**src/rtl/acs_array.sv**
```systemverilog
// Add-compare-select array for a rate-1/2 Viterbi decoder: one trellis step per accepted symbol,
// with survivor decisions, MSB-clear normalisation and best-state search, all registered.
module acs_array #(
    parameter int unsigned K   = 3,
    parameter int unsigned G0  = 'o7,
    parameter int unsigned G1  = 'o5,
    parameter int unsigned BMW = 2,
    parameter int unsigned PMW = 8
) (
    input  logic                       clk,
    input  logic                       rst,
    input  logic                       start,
    input  logic                       in_valid,
    input  logic [4*BMW-1:0]           bm_in,
    output logic                       dec_valid,
    output logic [(1<<(K-1))-1:0]      dec,
    output logic [K-2:0]               best_state,
    output logic [PMW-1:0]             best_metric,
    output logic                       norm_event,
    output logic [(1<<(K-1))*PMW-1:0]  pm_out
);

    localparam int unsigned NS = 1 << (K - 1);
    localparam int unsigned SW = K - 1;
    localparam logic [K-1:0] G0K = K'(G0);
    localparam logic [K-1:0] G1K = K'(G1);

    logic [NS-1:0][PMW-1:0] r_pm;
    logic [NS-1:0]          r_sv;
    logic [NS-1:0]          r_dec;
    logic                   r_dec_valid;
    logic [SW-1:0]          r_best_state;
    logic [PMW-1:0]         r_best_metric;
    logic                   r_norm_event;

    logic [3:0][BMW-1:0]    w_bm;
    logic [NS-1:0][PMW-1:0] w_new_pm;
    logic [NS-1:0][PMW-1:0] w_fin_pm;
    logic [NS-1:0]          w_new_sv;
    logic [NS-1:0]          w_dec;
    logic                   w_norm;
    logic                   w_found;
    logic [SW-1:0]          w_best_state;
    logic [PMW-1:0]         w_best_metric;

    assign w_bm = bm_in;

    // Per-state butterfly half: predecessors {ns[K-3:0],0/1}, labels from {b, predecessor}.
    for (genvar g = 0; g < NS; g++) begin : g_acs
        localparam int unsigned     P0I = (2 * g) % NS;
        localparam int unsigned     BI  = (g >> (K - 2)) & 1;
        localparam logic [SW-1:0]   P0  = SW'(P0I);
        localparam logic [SW-1:0]   P1  = SW'(P0I + 1);
        localparam logic [K-1:0]    R0  = K'((BI << (K - 1)) | P0I);
        localparam logic [K-1:0]    R1  = K'((BI << (K - 1)) | (P0I + 1));
        localparam logic [1:0]      L0  = {^(R0 & G0K), ^(R0 & G1K)};
        localparam logic [1:0]      L1  = {^(R1 & G0K), ^(R1 & G1K)};

        logic [PMW:0]   w_s0;
        logic [PMW:0]   w_s1;
        logic [PMW-1:0] w_c0;
        logic [PMW-1:0] w_c1;
        logic           w_sel;

        assign w_s0  = {1'b0, r_pm[P0]} + (PMW+1)'(w_bm[L0]);
        assign w_s1  = {1'b0, r_pm[P1]} + (PMW+1)'(w_bm[L1]);
        assign w_c0  = w_s0[PMW] ? {PMW{1'b1}} : w_s0[PMW-1:0];
        assign w_c1  = w_s1[PMW] ? {PMW{1'b1}} : w_s1[PMW-1:0];
        // Predecessor 1 wins only if it alone is valid or strictly cheaper; ties go to 0.
        assign w_sel = r_sv[P1] & (~r_sv[P0] | (w_c0 > w_c1));

        assign w_new_sv[g] = r_sv[P0] | r_sv[P1];
        assign w_dec[g]    = w_sel;
        assign w_new_pm[g] = w_new_sv[g] ? (w_sel ? w_c1 : w_c0) : {PMW{1'b0}};
    end

    // Normalise when every valid metric has its MSB set, then pick the lowest-index minimum.
    always_comb begin
        w_norm        = |w_new_sv;
        w_fin_pm      = w_new_pm;
        w_found       = 1'b0;
        w_best_state  = '0;
        w_best_metric = '0;
        for (int i = 0; i < NS; i++) begin
            if (w_new_sv[SW'(i)] && !w_new_pm[SW'(i)][PMW-1]) begin
                w_norm = 1'b0;
            end
        end
        for (int i = 0; i < NS; i++) begin
            if (w_norm) begin
                w_fin_pm[SW'(i)][PMW-1] = 1'b0;
            end
        end
        for (int i = 0; i < NS; i++) begin
            if (w_new_sv[SW'(i)] && (!w_found || (w_fin_pm[SW'(i)] < w_best_metric))) begin
                w_found       = 1'b1;
                w_best_state  = SW'(i);
                w_best_metric = w_fin_pm[SW'(i)];
            end
        end
    end

    always_ff @(posedge clk) begin
        if (rst || start) begin
            r_pm          <= '0;
            r_sv          <= NS'(1);
            r_dec         <= '0;
            r_dec_valid   <= 1'b0;
            r_best_state  <= '0;
            r_best_metric <= '0;
            r_norm_event  <= 1'b0;
        end else if (in_valid) begin
            r_pm          <= w_fin_pm;
            r_sv          <= w_new_sv;
            r_dec         <= w_dec;
            r_dec_valid   <= 1'b1;
            r_best_state  <= w_best_state;
            r_best_metric <= w_best_metric;
            r_norm_event  <= w_norm;
        end else begin
            r_dec_valid   <= 1'b0;
            r_norm_event  <= 1'b0;
        end
    end

    assign pm_out      = r_pm;
    assign dec         = r_dec;
    assign dec_valid   = r_dec_valid;
    assign best_state  = r_best_state;
    assign best_metric = r_best_metric;
    assign norm_event  = r_norm_event;

endmodule
```
**config.mk**
```make
export PLATFORM = sky130hd
export DESIGN_NAME = acs_array
export DESIGN_NICKNAME = d
export VERILOG_FILES = /design/src/rtl/acs_array.sv
export SDC_FILE = /design/constraint.sdc
export NUM_CORES = 1
export LEC_CHECK = 0
export CORE_MARGIN = 8
export CORE_UTILIZATION = 45
export DETAILED_ROUTE_END_ITERATION = 10
export DONT_BUFFER_PORTS = 1
export PLACE_DENSITY = 0.59
export SLEW_MARGIN = 20
export SYNTH_ARGS = -nofsm -noshare
export SYNTH_HDL_FRONTEND = slang
export SYNTH_SLANG_ARGS = --single-unit
```
**constraint.sdc**
```tcl
create_clock -name clk -period 17.34 [get_ports clk]
set_input_delay 3.468 -clock clk [delete_from_list [all_inputs] [get_ports clk]]
set_output_delay 3.468 -clock clk [all_outputs]
set_load 0.03 [all_outputs]
```
Yosys cells after proc, flatten, opt, wreduce, memory -nomap -nowiden
Cells that the tools add are included.
- reduce and logical (&&, ||, !) cells: 10
- equality and inequality tests: 0
- mux-type cells: 25
- divide/modulo/power cells: 0
- $add $sub $neg: 8
- magnitude comparators: 5
- bitwise operators: 13
- shift-type cells: 0
- multiply operators: 0
- operator list (kind ; number):
    2-to-1 mux 8 bit ; 18
    adder 8 x 2 -> 9 bit ; 8
    > comparator 8 bit ; 4
    < comparator 8 bit ; 1
    2-to-1 mux 1 bit ; 7
    OR 1 bit ; 6
    AND 1 bit ; 4
    OR reduction 2 bit ; 2
    logical AND 1 bit ; 3
    logical NOT 1 bit ; 3
    NOT 1 bit ; 3
    logical OR 1 bit ; 2
- RAM bits: 0
- register bits: 52
- memory bits (read-only): 0
- logic and storage cells: 71
- memories: 0
- output and inout port bits: 48
- input bits: 12
- latch bits: 0

Depth between registers and ports, before layout
- word-level depth: 17
- gate-level depth with buffers: 25
- mapped depth without buffers: 24

Worst setup path after synthesis
Ideal clock, no wire load.
- path kind: input port to flip-flop
- start: input port bm_in[0]
- end: register r_best_metric[1], in the netlist best_metric[1]
- buffers on the path: 1
- data arrival time: 7862 ps
- setup slack: 9404 ps
- setup time: 74 ps
- data required time: 17266 ps
- stages: 21
- cells stage by stage: ha_1 -> inv_1 -> fa_1 -> or3_1 -> nand3_1 -> ha_1 -> a211o_1 -> o211ai_2 -> a32oi_1 -> and3_4 -> buf_6 -> a211oi_1 -> inv_1 -> ha_1 -> a21o_1 -> a21oi_1 -> nor2_1 -> o31ai_1 -> o21ai_1 -> or3_1 -> a31oi_1
- longest elaborated chain between the ends: 17
- elaborated cells between the ends (all ways): 18
- those cells by class: add/sub: 1; order compare: 2; mux: 9; bitwise: 2; reduce/logical: 4
- ends and longest elaborated chain (item ; line ; source):
    from (decl) ; 14 ; input logic [4*BMW-1:0] bm_in,
    adder 8 x 2 -> 9 bit * ; 65 ; assign w_s0 = {1'b0, r_pm[P0]} + (PMW+1)'(w_bm[L0]);
    2-to-1 mux 8 bit * ; 67 ; assign w_c0 = w_s0[PMW] ? {PMW{1'b1}} : w_s0[PMW-1:0];
    > comparator 8 bit ; 70 ; assign w_sel = r_sv[P1] & (~r_sv[P0] | (w_c0 > w_c1));
    OR 1 bit ; 70 ;
    AND 1 bit ; 70 ;
    2-to-1 mux 8 bit * (2 in series) ; 74 ; assign w_new_pm[g] = w_new_sv[g] ? (w_sel ? w_c1 : w_c0) : {PMW{1'b0}};
    logical NOT 1 bit ; 85 ; if (w_new_sv[SW'(i)] && !w_new_pm[SW'(i)][PMW-1]) begin
    logical AND 1 bit ; 85 ;
    2-to-1 mux 1 bit (2 in series) ; 85 ;
    2-to-1 mux 1 bit ; 90 ; if (w_norm) begin
    2-to-1 mux 8 bit ; 95 ; if (w_new_sv[SW'(i)] && (!w_found || (w_fin_pm[SW'(i)] < w_best_metric))) begin
    < comparator 8 bit ; 95 ;
    logical OR 1 bit ; 95 ;
    logical AND 1 bit ; 95 ;
    2-to-1 mux 8 bit * ; 95 ;
    to (signal assigned) ; 118 ; r_best_metric <= w_best_metric;
    to (decl) ; 33 ; logic [PMW-1:0] r_best_metric;
Mark *: on every way between the ends. The rest lies on a longest branch, timed or not.
A chain may end at the register's enable or synchronous reset.

==> metrics.txt <==
outcome=finished clean; number of I/O port buffers=0; routability congestion estimate=0.941; die width=121 µm; unrepaired setup endpoints after global routing=no; vias=4432; CTS Buffer Depth=2; Syn-to-layout area delta=2.49%; pwr dens=46.7 nW/µm²; Post-Syn Area per Cell=7.88 µm²; final hold violation count=0; Avg WL per Cell=19.2 µm; reg2reg end=best_metric[1]$_SDFFE_PP0P_; family with the most delay on the worst path=simple AND/OR/NAND/NOR gates; WL final=14300 µm; Ant. Diodes=0; r2r setup slk=11.31 ns; CP startpoint kind=input pin; Most Frequent Cell on Critical Path=ha_1; Commonest cells post-synth=nor2_1 (81), ha_1 (55), dfxtp_1 (50), nand2_1 (47), inv_1 (41); Post-DRT Antenna Nets=0; Post-synth EDFFs=0; Slew headroom=0.279; Slew Viols, Final=0; Period Utilization, post-route=0.490; Hold Crit Endpoint=best_state[0]$_SDFFE_PP0P_; hold_sp=best_state[0]$_SDFFE_PP0P_; Post-Route Setup TNS=0 ns; htree depth=2; worst r2r src=pm_out[16]$_SDFFE_PP0P_; post_cts resized=0; Crit Path Max Fanout=14; ranking of synthesized cells by area=dfxtp_1 (20%), ha_1 (14%), nor2_1 (6.2%); Post-synth top flop=dfxtp_1; Initial Utilization=0.459; Ys Warns=0; Bufs and invs on worst path=1; Setup-failing EPs final=0; arrival time at the worst endpoint=8.74 ns; r2r worst-path depth=21; Synth cell types=67; TritonCTS Buffers=5; Clk pin slew, worst setup/hold paths=0.10 ns; DP Wirelength=11700 µm; initial DRC count=282; launch point of the critical path=bm_in[4]; TritonCTS sink count=50; Seq/Total Area, Yosys=0.203; Final Util=0.470; maximum vdd drop=0.0350 mV; FP Rows=38; Crit-path slowest cell=a311oi_2; # hold bufs at CTS=0; die height=121 µm; Global Route Usage Sum=0.198; hold slack=0.629 ns; Pleak=2.04 nW; first-pass GRT wire length=23200 µm; Yosys top cell area share=0.203; core footprint=10700 µm²; num ports=60; fin nets=679; Synth area leader=dfxtp_1; CTS tree=built; Net Count, Synth=701; root buf cell=clkbuf_8; CP cell instances=ha_1, inv_1, fa_1, nor2_1, nand3_1, nand2_1, ha_1, nor2b_1, o211ai_1, nand4_1, nand3_1, nor3_1, a311oi_2, ha_1, a21o_1, a21oi_1, nor2_1, o31ai_1, o21ai_1, or3_1, a31oi_1; Post-route DRC=0; Vias/cell=5.95; Post-CTS Setup Bufs=0; Fmax achieved=118 MHz; largest net degree at the start of global routing=47; vias in the first global route=4372; fillers=1079; post-placement setup slack=8.65 ns; fraction of registers with async set/reset=0; Worst Clk Skew=0.0134 ns; HP Class=flip-flop to flip-flop; die area=14600 µm²; Pre-antenna DRT Iters=4; CP Capture Type=flip-flop; most common cell in the synthesized netlist=nor2_1; GR Overflow Total=0; kind of critical path=input pin to flip-flop; Tmin final=8.50 ns; Worst Max-Slew Pin Slew=1.08 ns; max_cap viols=0; Largest stage delay, worst path=0.45 ns; hold path depth=2; layout cells sized above 1=0.0678; cell count after synthesis=626; FF+latch count, synth=50; Worst Setup Slack, final=8.84 ns; Worst EP required=17.58 ns; antenna violations before repair=0; Worst-Skew Late Latency=0.31 ns; Post-Syn Area=4930 µm²
==> metal layers <==
metal | global-route usage | part of all wire
met1 | 0.236 | 0.43
met2 | 0.341 | 0.48
met3 | 0.0438 | 0.060
met5 | 0 | 0
met4 | 0.0742 | 0.030
==> worst max path at each step <==
stage,slack (ns),cells past startpoint,endpoint
2_1_floorplan,9.40,21,best_metric[1]$_SDFFE_PP0P_
4_1_cts,8.90,21,best_metric[1]$_SDFFE_PP0P_
5_1_grt,8.40,21,best_metric[1]$_SDFFE_PP0P_
6_report,8.84,21,best_metric[1]$_SDFFE_PP0P_
3_3_place_gp,8.80,21,best_metric[1]$_SDFFE_PP0P_
3_5_place_dp,8.65,21,best_metric[1]$_SDFFE_PP0P_
==> worst min-delay path: cells and delay by family, from the launching register on <==
| kind | cells | cell delay, ns |
|---|---|---|
| AOI/OAI and AO/OA | 1 | 0.05 |
| DFF | 1 | 0.42 |
| and+or+nand+nor | 1 | 0.12 |
==> where the power goes <==
part / internal (mW) / switching, mW
logic: 0.0181 / 0.0268
registers: 0.116 / 0.00545
clock network: 0.0286 / 0.0409
total: 0.163 / 0.0732
==> cell type report <==
type	instances	area, µm²	share of cell area
well taps	140	175	0.0347
clock inverters	2	13.8	0.00272
multi-input cells	505	3630	0.719
flip-flops and latches	50	1000	0.198
clock buffers	6	72.6	0.0144
inverters	42	158	0.0312
==> cells in the final DEF, fill, tap and decap left out, drive strengths merged, types with 2 or more instances in the layout <==
cell type,Yosys,routed
nor2,82,82
ha,55,55
dfxtp,50,50
nand2,48,48
inv,42,42
nand3,34,34
mux2i,30,30
o21ai,29,29
a21oi,24,24
xnor2,17,17
nor2b,14,14
nand4,14,14
nor3,14,14
nand2b,13,13
o21a,13,13
a31oi,9,9
a21o,9,9
xor2,8,8
fa,8,8
or2,8,8
o31ai,8,8
a211oi,7,7
a211o,6,6
and2,6,6
o211ai,6,6
clkbuf,11,6
mux2,6,6
a22o,5,5
a32o,4,4
or3,3,3
and3,3,3
a32oi,2,2
a311oi,2,2
o22ai,2,2
or3b,2,2
nand3b,2,2
o21bai,2,2
o41ai,2,2
nor3b,2,2
clkinv,0,2
==> logic make-up (layout without fill, tap and decap cells) <==
family | count (synthesis) | count (layout) | share of synthesized area
AND/OR/NAND/NOR | 246 | 246 | 0.251
AO/OA/AOI/OAI | 134 | 134 | 0.193
buffers and inverters | 71 | 50 | 0.0609
adder cells (fa/ha/maj) | 63 | 63 | 0.172
flip-flops | 50 | 50 | 0.203
multiplexers | 36 | 36 | 0.0754
XOR/XNOR | 25 | 25 | 0.0444
other | 1 | 1 | 0.000760
==> state kept, by name, indices dropped and copies added (netlist names) <==
register     count
best_metric      8
best_state       1
dec              4
dec_valid        1
norm_event       1
pm_out          32
r_sv             3
==> stage by stage <==
| stage | power (mW) | area [µm²] | std cells |
|---|---|---|---|
| after floorplan | 0.160 | 4930 | 626 |
| after global placement | 0.168 | 4960 | 737 |
| after detailed placement | 0.168 | 4960 | 737 |
| after CTS | 0.238 | 5050 | 745 |
| after global routing | 0.249 | 5050 | 745 |
| final | 0.236 | 5050 | 745 |
Power figures use the tool's default switching activity.
